`config.mk`:
```
export PLATFORM = sky130hd
export DESIGN_NAME = stream_source
export DESIGN_NICKNAME = d
export VERILOG_FILES = /design/src/rtl/stream_source.sv
export SDC_FILE = /design/constraint.sdc
export NUM_CORES = 1
export LEC_CHECK = 0
export ABC_AREA = 1
export CORE_MARGIN = 5
export CORE_UTILIZATION = 62
export DETAILED_ROUTE_END_ITERATION = 16
export GPL_ROUTABILITY_DRIVEN = 0
export PLACE_DENSITY = 0.88
export SYNTH_ARGS = -nofsm -noshare
export SYNTH_HDL_FRONTEND = slang
export SYNTH_SLANG_ARGS = --single-unit
```
`constraint.sdc`:
```
create_clock -name clk_i -period 5.84 [get_ports clk_i]
set_input_delay 1.168 -clock clk_i [delete_from_list [all_inputs] [get_ports clk_i]]
set_output_delay 1.168 -clock clk_i [all_outputs]
set_load 0.05 [all_outputs]
```
`src/rtl/stream_source.sv`:
```
// ---------------------------------------------------------------------------
// stream_source
// Programmable valid/ready data stream generator for block-level benches and
// on-chip loopback checks. Each job emits num_beats_i beats (or runs until
// stop_i when num_beats_i is 0), separated by gap_i idle cycles, with packet
// framing on last_o and one of four data patterns.
//
// Ports:
//   clk_i        clock, rising edge
//   rst_i        asynchronous active-high reset
//   start_i      start a job (sampled only while idle)
//   stop_i       graceful abort of the running job
//   mode_i       0 increment, 1 LFSR, 2 constant, 3 decrement
//   seed_i       first data value
//   gap_i        idle cycles between beats
//   num_beats_i  beats per job, 0 = unbounded
//   ready_i      sink ready
//   valid_o      data_o valid
//   data_o       stream data
//   last_o       final beat of a packet or of the job
//   busy_o       job in progress (any state other than idle)
//   done_o       one-cycle pulse on normal job completion
//   beat_cnt_o   accepted beats in the current or last job
// ---------------------------------------------------------------------------
module stream_source #(
    parameter int                 DATA_W    = 8,
    parameter int                 GAP_W     = 4,
    parameter int                 CNT_W     = 16,
    parameter int                 PKT_LEN   = 16,
    parameter logic [DATA_W-1:0]  LFSR_TAPS = 8'hB8
) (
    input  logic              clk_i,
    input  logic              rst_i,
    input  logic              start_i,
    input  logic              stop_i,
    input  logic [1:0]        mode_i,
    input  logic [DATA_W-1:0] seed_i,
    input  logic [GAP_W-1:0]  gap_i,
    input  logic [CNT_W-1:0]  num_beats_i,
    input  logic              ready_i,
    output logic              valid_o,
    output logic [DATA_W-1:0] data_o,
    output logic              last_o,
    output logic              busy_o,
    output logic              done_o,
    output logic [CNT_W-1:0]  beat_cnt_o
);

    localparam int PKT_W = (PKT_LEN > 1) ? $clog2(PKT_LEN) : 1;
    localparam logic [PKT_W-1:0] PKT_LAST = PKT_W'(PKT_LEN - 1);

    localparam logic [1:0] ST_IDLE = 2'd0;
    localparam logic [1:0] ST_GAP  = 2'd1;
    localparam logic [1:0] ST_SEND = 2'd2;
    localparam logic [1:0] ST_DONE = 2'd3;

    localparam logic [1:0] MODE_INC   = 2'd0;
    localparam logic [1:0] MODE_LFSR  = 2'd1;
    localparam logic [1:0] MODE_CONST = 2'd2;
    localparam logic [1:0] MODE_DEC   = 2'd3;

    // Even parity of a data word (LFSR feedback).
    function automatic logic parity(input logic [DATA_W-1:0] v);
        return ^v;
    endfunction

    // Data value following cur in the given pattern.
    function automatic logic [DATA_W-1:0] next_data(input logic [1:0] mode,
                                                    input logic [DATA_W-1:0] cur);
        logic [DATA_W-1:0] res;
        case (mode)
            MODE_INC:   res = cur + DATA_W'(1);
            MODE_DEC:   res = cur - DATA_W'(1);
            MODE_LFSR:  res = {cur[DATA_W-2:0], parity(cur & LFSR_TAPS)};
            MODE_CONST: res = cur;
            default:    res = cur;
        endcase
        return res;
    endfunction

    logic [1:0]        state_r,     state_nxt_s;
    logic [1:0]        mode_r,      mode_nxt_s;
    logic [GAP_W-1:0]  gap_len_r,   gap_len_nxt_s;
    logic [CNT_W-1:0]  num_r,       num_nxt_s;
    logic [GAP_W-1:0]  gap_cnt_r,   gap_cnt_nxt_s;
    logic [DATA_W-1:0] data_r,      data_nxt_s;
    logic [CNT_W-1:0]  beat_r,      beat_nxt_s;
    logic [PKT_W-1:0]  pkt_r,       pkt_nxt_s;
    logic              stop_pend_r, stop_pend_nxt_s;
    logic              valid_r,     valid_nxt_s;
    logic              last_r,      last_nxt_s;
    logic              done_r,      done_nxt_s;
    logic              busy_r,      busy_nxt_s;
    logic              xfer_s;
    logic              stop_req_s;
    logic              final_beat_s;

    assign xfer_s       = valid_r & ready_i;
    // A stop seen at any point of a stalled beat is remembered until the beat goes.
    assign stop_req_s   = stop_pend_r | stop_i;
    assign final_beat_s = (num_r != {CNT_W{1'b0}}) && (beat_r == num_r - CNT_W'(1));

    // Next-state and next-output computation for the job sequencer.
    always_comb begin
        state_nxt_s     = state_r;
        mode_nxt_s      = mode_r;
        gap_len_nxt_s   = gap_len_r;
        num_nxt_s       = num_r;
        gap_cnt_nxt_s   = gap_cnt_r;
        data_nxt_s      = data_r;
        beat_nxt_s      = beat_r;
        pkt_nxt_s       = pkt_r;
        stop_pend_nxt_s = stop_pend_r;

        case (state_r)
            ST_IDLE: begin
                stop_pend_nxt_s = 1'b0;
                if (start_i) begin
                    mode_nxt_s    = mode_i;
                    gap_len_nxt_s = gap_i;
                    num_nxt_s     = num_beats_i;
                    beat_nxt_s    = {CNT_W{1'b0}};
                    pkt_nxt_s     = {PKT_W{1'b0}};
                    // An all-zero LFSR state would lock up, so it starts at 1.
                    if ((mode_i == MODE_LFSR) && (seed_i == {DATA_W{1'b0}})) begin
                        data_nxt_s = DATA_W'(1);
                    end else begin
                        data_nxt_s = seed_i;
                    end
                    if (gap_i == {GAP_W{1'b0}}) begin
                        state_nxt_s = ST_SEND;
                    end else begin
                        state_nxt_s   = ST_GAP;
                        gap_cnt_nxt_s = gap_i - GAP_W'(1);
                    end
                end else begin
                    state_nxt_s = ST_IDLE;
                end
            end
            ST_GAP: begin
                if (stop_i) begin
                    state_nxt_s = ST_IDLE;
                end else if (gap_cnt_r == {GAP_W{1'b0}}) begin
                    state_nxt_s = ST_SEND;
                end else begin
                    gap_cnt_nxt_s = gap_cnt_r - GAP_W'(1);
                end
            end
            ST_SEND: begin
                stop_pend_nxt_s = stop_req_s;
                if (xfer_s) begin
                    beat_nxt_s = beat_r + CNT_W'(1);
                    pkt_nxt_s  = (pkt_r == PKT_LAST) ? {PKT_W{1'b0}} : pkt_r + PKT_W'(1);
                    data_nxt_s = next_data(mode_r, data_r);
                    if (stop_req_s) begin
                        state_nxt_s = ST_IDLE;
                    end else if (final_beat_s) begin
                        state_nxt_s = ST_DONE;
                    end else if (gap_len_r != {GAP_W{1'b0}}) begin
                        state_nxt_s   = ST_GAP;
                        gap_cnt_nxt_s = gap_len_r - GAP_W'(1);
                    end else begin
                        state_nxt_s = ST_SEND;
                    end
                end else begin
                    state_nxt_s = ST_SEND;
                end
            end
            ST_DONE: begin
                state_nxt_s = ST_IDLE;
            end
            default: begin
                state_nxt_s = ST_IDLE;
            end
        endcase

        // Outputs are registered from the next state so they line up with it.
        valid_nxt_s = (state_nxt_s == ST_SEND);
        done_nxt_s  = (state_nxt_s == ST_DONE);
        busy_nxt_s  = (state_nxt_s != ST_IDLE);
        last_nxt_s  = valid_nxt_s &&
                      ((pkt_nxt_s == PKT_LAST) ||
                       ((num_nxt_s != {CNT_W{1'b0}}) &&
                        (beat_nxt_s == num_nxt_s - CNT_W'(1))));
    end

    // State and registered outputs with asynchronous clear.
    always_ff @(posedge clk_i or posedge rst_i) begin
        if (rst_i) begin
            state_r     <= ST_IDLE;
            mode_r      <= 2'd0;
            gap_len_r   <= {GAP_W{1'b0}};
            num_r       <= {CNT_W{1'b0}};
            gap_cnt_r   <= {GAP_W{1'b0}};
            data_r      <= {DATA_W{1'b0}};
            beat_r      <= {CNT_W{1'b0}};
            pkt_r       <= {PKT_W{1'b0}};
            stop_pend_r <= 1'b0;
            valid_r     <= 1'b0;
            last_r      <= 1'b0;
            done_r      <= 1'b0;
            busy_r      <= 1'b0;
        end else begin
            state_r     <= state_nxt_s;
            mode_r      <= mode_nxt_s;
            gap_len_r   <= gap_len_nxt_s;
            num_r       <= num_nxt_s;
            gap_cnt_r   <= gap_cnt_nxt_s;
            data_r      <= data_nxt_s;
            beat_r      <= beat_nxt_s;
            pkt_r       <= pkt_nxt_s;
            stop_pend_r <= stop_pend_nxt_s;
            valid_r     <= valid_nxt_s;
            last_r      <= last_nxt_s;
            done_r      <= done_nxt_s;
            busy_r      <= busy_nxt_s;
        end
    end

    assign valid_o    = valid_r;
    assign data_o     = data_r;
    assign last_o     = last_r;
    assign busy_o     = busy_r;
    assign done_o     = done_r;
    assign beat_cnt_o = beat_r;

endmodule

```
==> results.toml <==
[run_status]
status = "finished clean"

[floorplanning]
core_um2 = 8680
die_x_um = 104
top_level_ports = 63
die-area_um2 = 10800
initial_core_util = 0.632
rows = 34
die-height_um = 104

[power_and_ir_drop]
seq_power_share = 0.313
sw_frac_of_total = 0.481
switchingPower_uw = 877
pwr-share-clk = 0.182
p_leak_uw = 0.00319
intPower_uw = 947
ir_drop_v = 0.000143
combPwrFrac = 0.506
powerDensity_nw_per_um2 = 290

[clock_tree]
cts_setup_buffers = 0
tritoncts = "done"
ctsHoldBuffers = 0
cts.repair.resized = 0
clock_latency_ns = 0.35
clkSinkCount = 61
htree_levels = 3
clockRootBuffer = "clkbuf_8"
cts_buffers = 9
cts_buffer_depth = 2
path_clk_slew_ns = 0.08

[synthesis]
synth-seq-area-share = 0.278
yosys.area.top_type = "dfrtp_1"
synth_area_per_cell_um2 = 6.35
synthTopCellsByArea = "dfrtp_1, nand2_1, inv_1"
synth_cell_types = 44
yosysTopAreaCellShare = 0.278
synth_seq_cells = 61
synthTopCellsByCount = "nand2_1, inv_1, nor2_1, nand3_1, dfrtp_1"
yosys_most_used_dff = "dfrtp_1"
synth.most_common_cell = "nand2_1"
async_flop_share = 1.00
ys.warnings.count = 0
synth-edff-count = 0
syn_nets = 916
syn_area_um2 = 5480
syn_inst = 863

[critical_path]
critical_path_class = "input pin to flip-flop"
worstReg2RegEnd = "last_o"
cp-start-kind = "input pin"
critical_path_buf_inv_count = 3
ff2ff_path_depth = 20
crit_path_end_kind = "flip-flop"
r2r_slack_ns = 2.57
critPathArrivalTime_ns = 4.08
slowest_stage = "clkdlybuf4s50_1"
cp.depth = 19
cp.required_ns = 6.12
crit_family = "simple AND/OR/NAND/NOR gates"
crit_start = "start_i"
reg2reg_from = "state_r[1]"
cpMostUsedCell = "nand2_1"
crit_end = "last_o"
path_cells = "clkdlybuf4s50_1 > buf_4 > nand2_8 > nand2_1 > nand2_2 > inv_2 > ha_1 > nand3_2 > nor2_2 > nand2_1 > nor2_1 > nand2_1 > nand2_1 > nand2_1 > nand2_1 > nand3_1 > nor2_1 > a21oi_1 > nor2_1"
slowest_delay_ns = 0.45
cp_max_fo = 35

[sta]
finalHoldViolCount = 0
fmax_mhz = 263
layout_setup_ws_ns = 2.04
hold_ws_ns = 0.489
tightest_slew_ns = 0.819
setup_viol = 0
period_needed_ns = 3.80
max_slew_margin = 0.454
fin_tns_setup_ns = 0
fin_crit_sh = 0.651
drv_slew = 0
rsz0062_at_grt = "false"
clock_skew_ns = 0.0115

[final_layout]
fin_nets = 976
antenna_cells = 0
drive_gt1_frac = 0.0927
syn2layout_area_growth_pct = 14.9

[routing]
routed_wl_mm = 16.5
dr.pass1.iters = 6
postRouteAntennaNets = 0
wire_per_inst_um = 15.9
vias = 6078
drtIter0Drc = 737
drc = 0
drt-vias-per-instance = 5.87

[place]
port_buffers = 62
pre_cts_ws_ns = 1.77
hpwlAfterDp_mm = 12.4

[global_route]
grt_first_pass_wirelength_mm = 27.1
grt_max_degree = 62
grt_pass1_vias = 5767
grtUsageTotal = 0.302
overflow = 0
antenna_found_initial = 0

[min_path]
whs_path_depth = 2
hold_path_class = "flip-flop to flip-flop"

[job]
cap_violations = 0
[worst min-delay path, cell delays in order (launching register included)]
cell,delay [ns]
dfrtp_1,0.35
nand2_1,0.05
o21ai_0,0.05
[routing by layer]
metal,vias up,share of wire,GRT usage
met5,-,0,0
met4,0,0.051,0.142
met3,90,0.10,0.0466
met2,378,0.44,0.479
met1,2743,0.40,0.404
li1,2867,-,-
[how the worst min path moves through the flow]
stage,startpoint,endpoint
3_3_place_gp,gap_cnt_r[3],gap_cnt_r[3]
4_1_cts,gap_cnt_r[3],gap_cnt_r[3]
3_5_place_dp,gap_cnt_r[3],gap_cnt_r[3]
6_report,gap_cnt_r[3],gap_cnt_r[3]
2_1_floorplan,gap_cnt_r[1],gap_cnt_r[1]
5_1_grt,gap_cnt_r[2],gap_cnt_r[2]
[power by group through the flow]
stage          clock network (µW)  logic [µW]  registers, µW
2_1_floorplan                   0         619            624
3_3_place_gp                    0         860            571
3_5_place_dp                    0         898            574
4_1_cts                       331         904            567
5_1_grt                       352        1020            578
6_report                      331         923            571
[registers in the layout, summed over array words and instances, names as in the netlist, 2 cells and up]
register and count:
state_r 2, gap_cnt_r 4, beat_cnt_o 16, mode_r 2, pkt_r 4, num_r 16
data_o 8, gap_len_r 4
[area by class of cell]
class / count / area (µm²)
Multi-Input combinational cell: 667 / 3380
Fill cell: 738 / 2380
Tap cell: 108 / 135
Sequential cell: 61 / 1530
Inverter: 118 / 443
Clock buffer: 11 / 131
Clock inverter: 5 / 27.5
Timing Repair Buffer: 66 / 651
[cell usage in the layout, fill, tap and decap left out, drive strengths merged, types with 7 or more instances in the layout]
| cell type | synthesis | routed |
|---|---|---|
| nand2 | 308 | 308 |
| inv | 118 | 118 |
| nor2 | 114 | 114 |
| nand3 | 85 | 85 |
| clkdlybuf4s50 | 0 | 62 |
| dfrtp | 61 | 61 |
| o21ai | 36 | 36 |
| a21oi | 28 | 28 |
| nand4 | 21 | 21 |
| ha | 17 | 17 |
| xor2 | 14 | 14 |
| clkbuf | 5 | 11 |
| xnor2 | 7 | 7 |
[per-stage QoR]
stage	std cells	power [µW]	area (µm²)	utilization
2_1_floorplan	863	1240	5480	-
3_3_place_gp	1020	1430	6140	0.707
3_5_place_dp	1020	1470	6140	0.707
4_1_cts	1036	1800	6300	0.726
5_1_grt	1036	1950	6300	0.726
6_report	1036	1820	6300	0.726
[kinds of logic (layout without fill, tap and decap cells)]
| group | count (synthesis) | in the layout | synth area share |
|---|---|---|---|
| compound gates | 84 | 84 | 0.0883 |
| xor+xnor | 21 | 21 | 0.0335 |
| fa+ha+maj | 18 | 18 | 0.0424 |
| buf+inv | 135 | 200 | 0.104 |
| flops | 61 | 61 | 0.278 |
| mux | 1 | 1 | 0.00205 |
| simple gates | 543 | 543 | 0.451 |
Note: power is estimated with default switching activity, not from simulation.
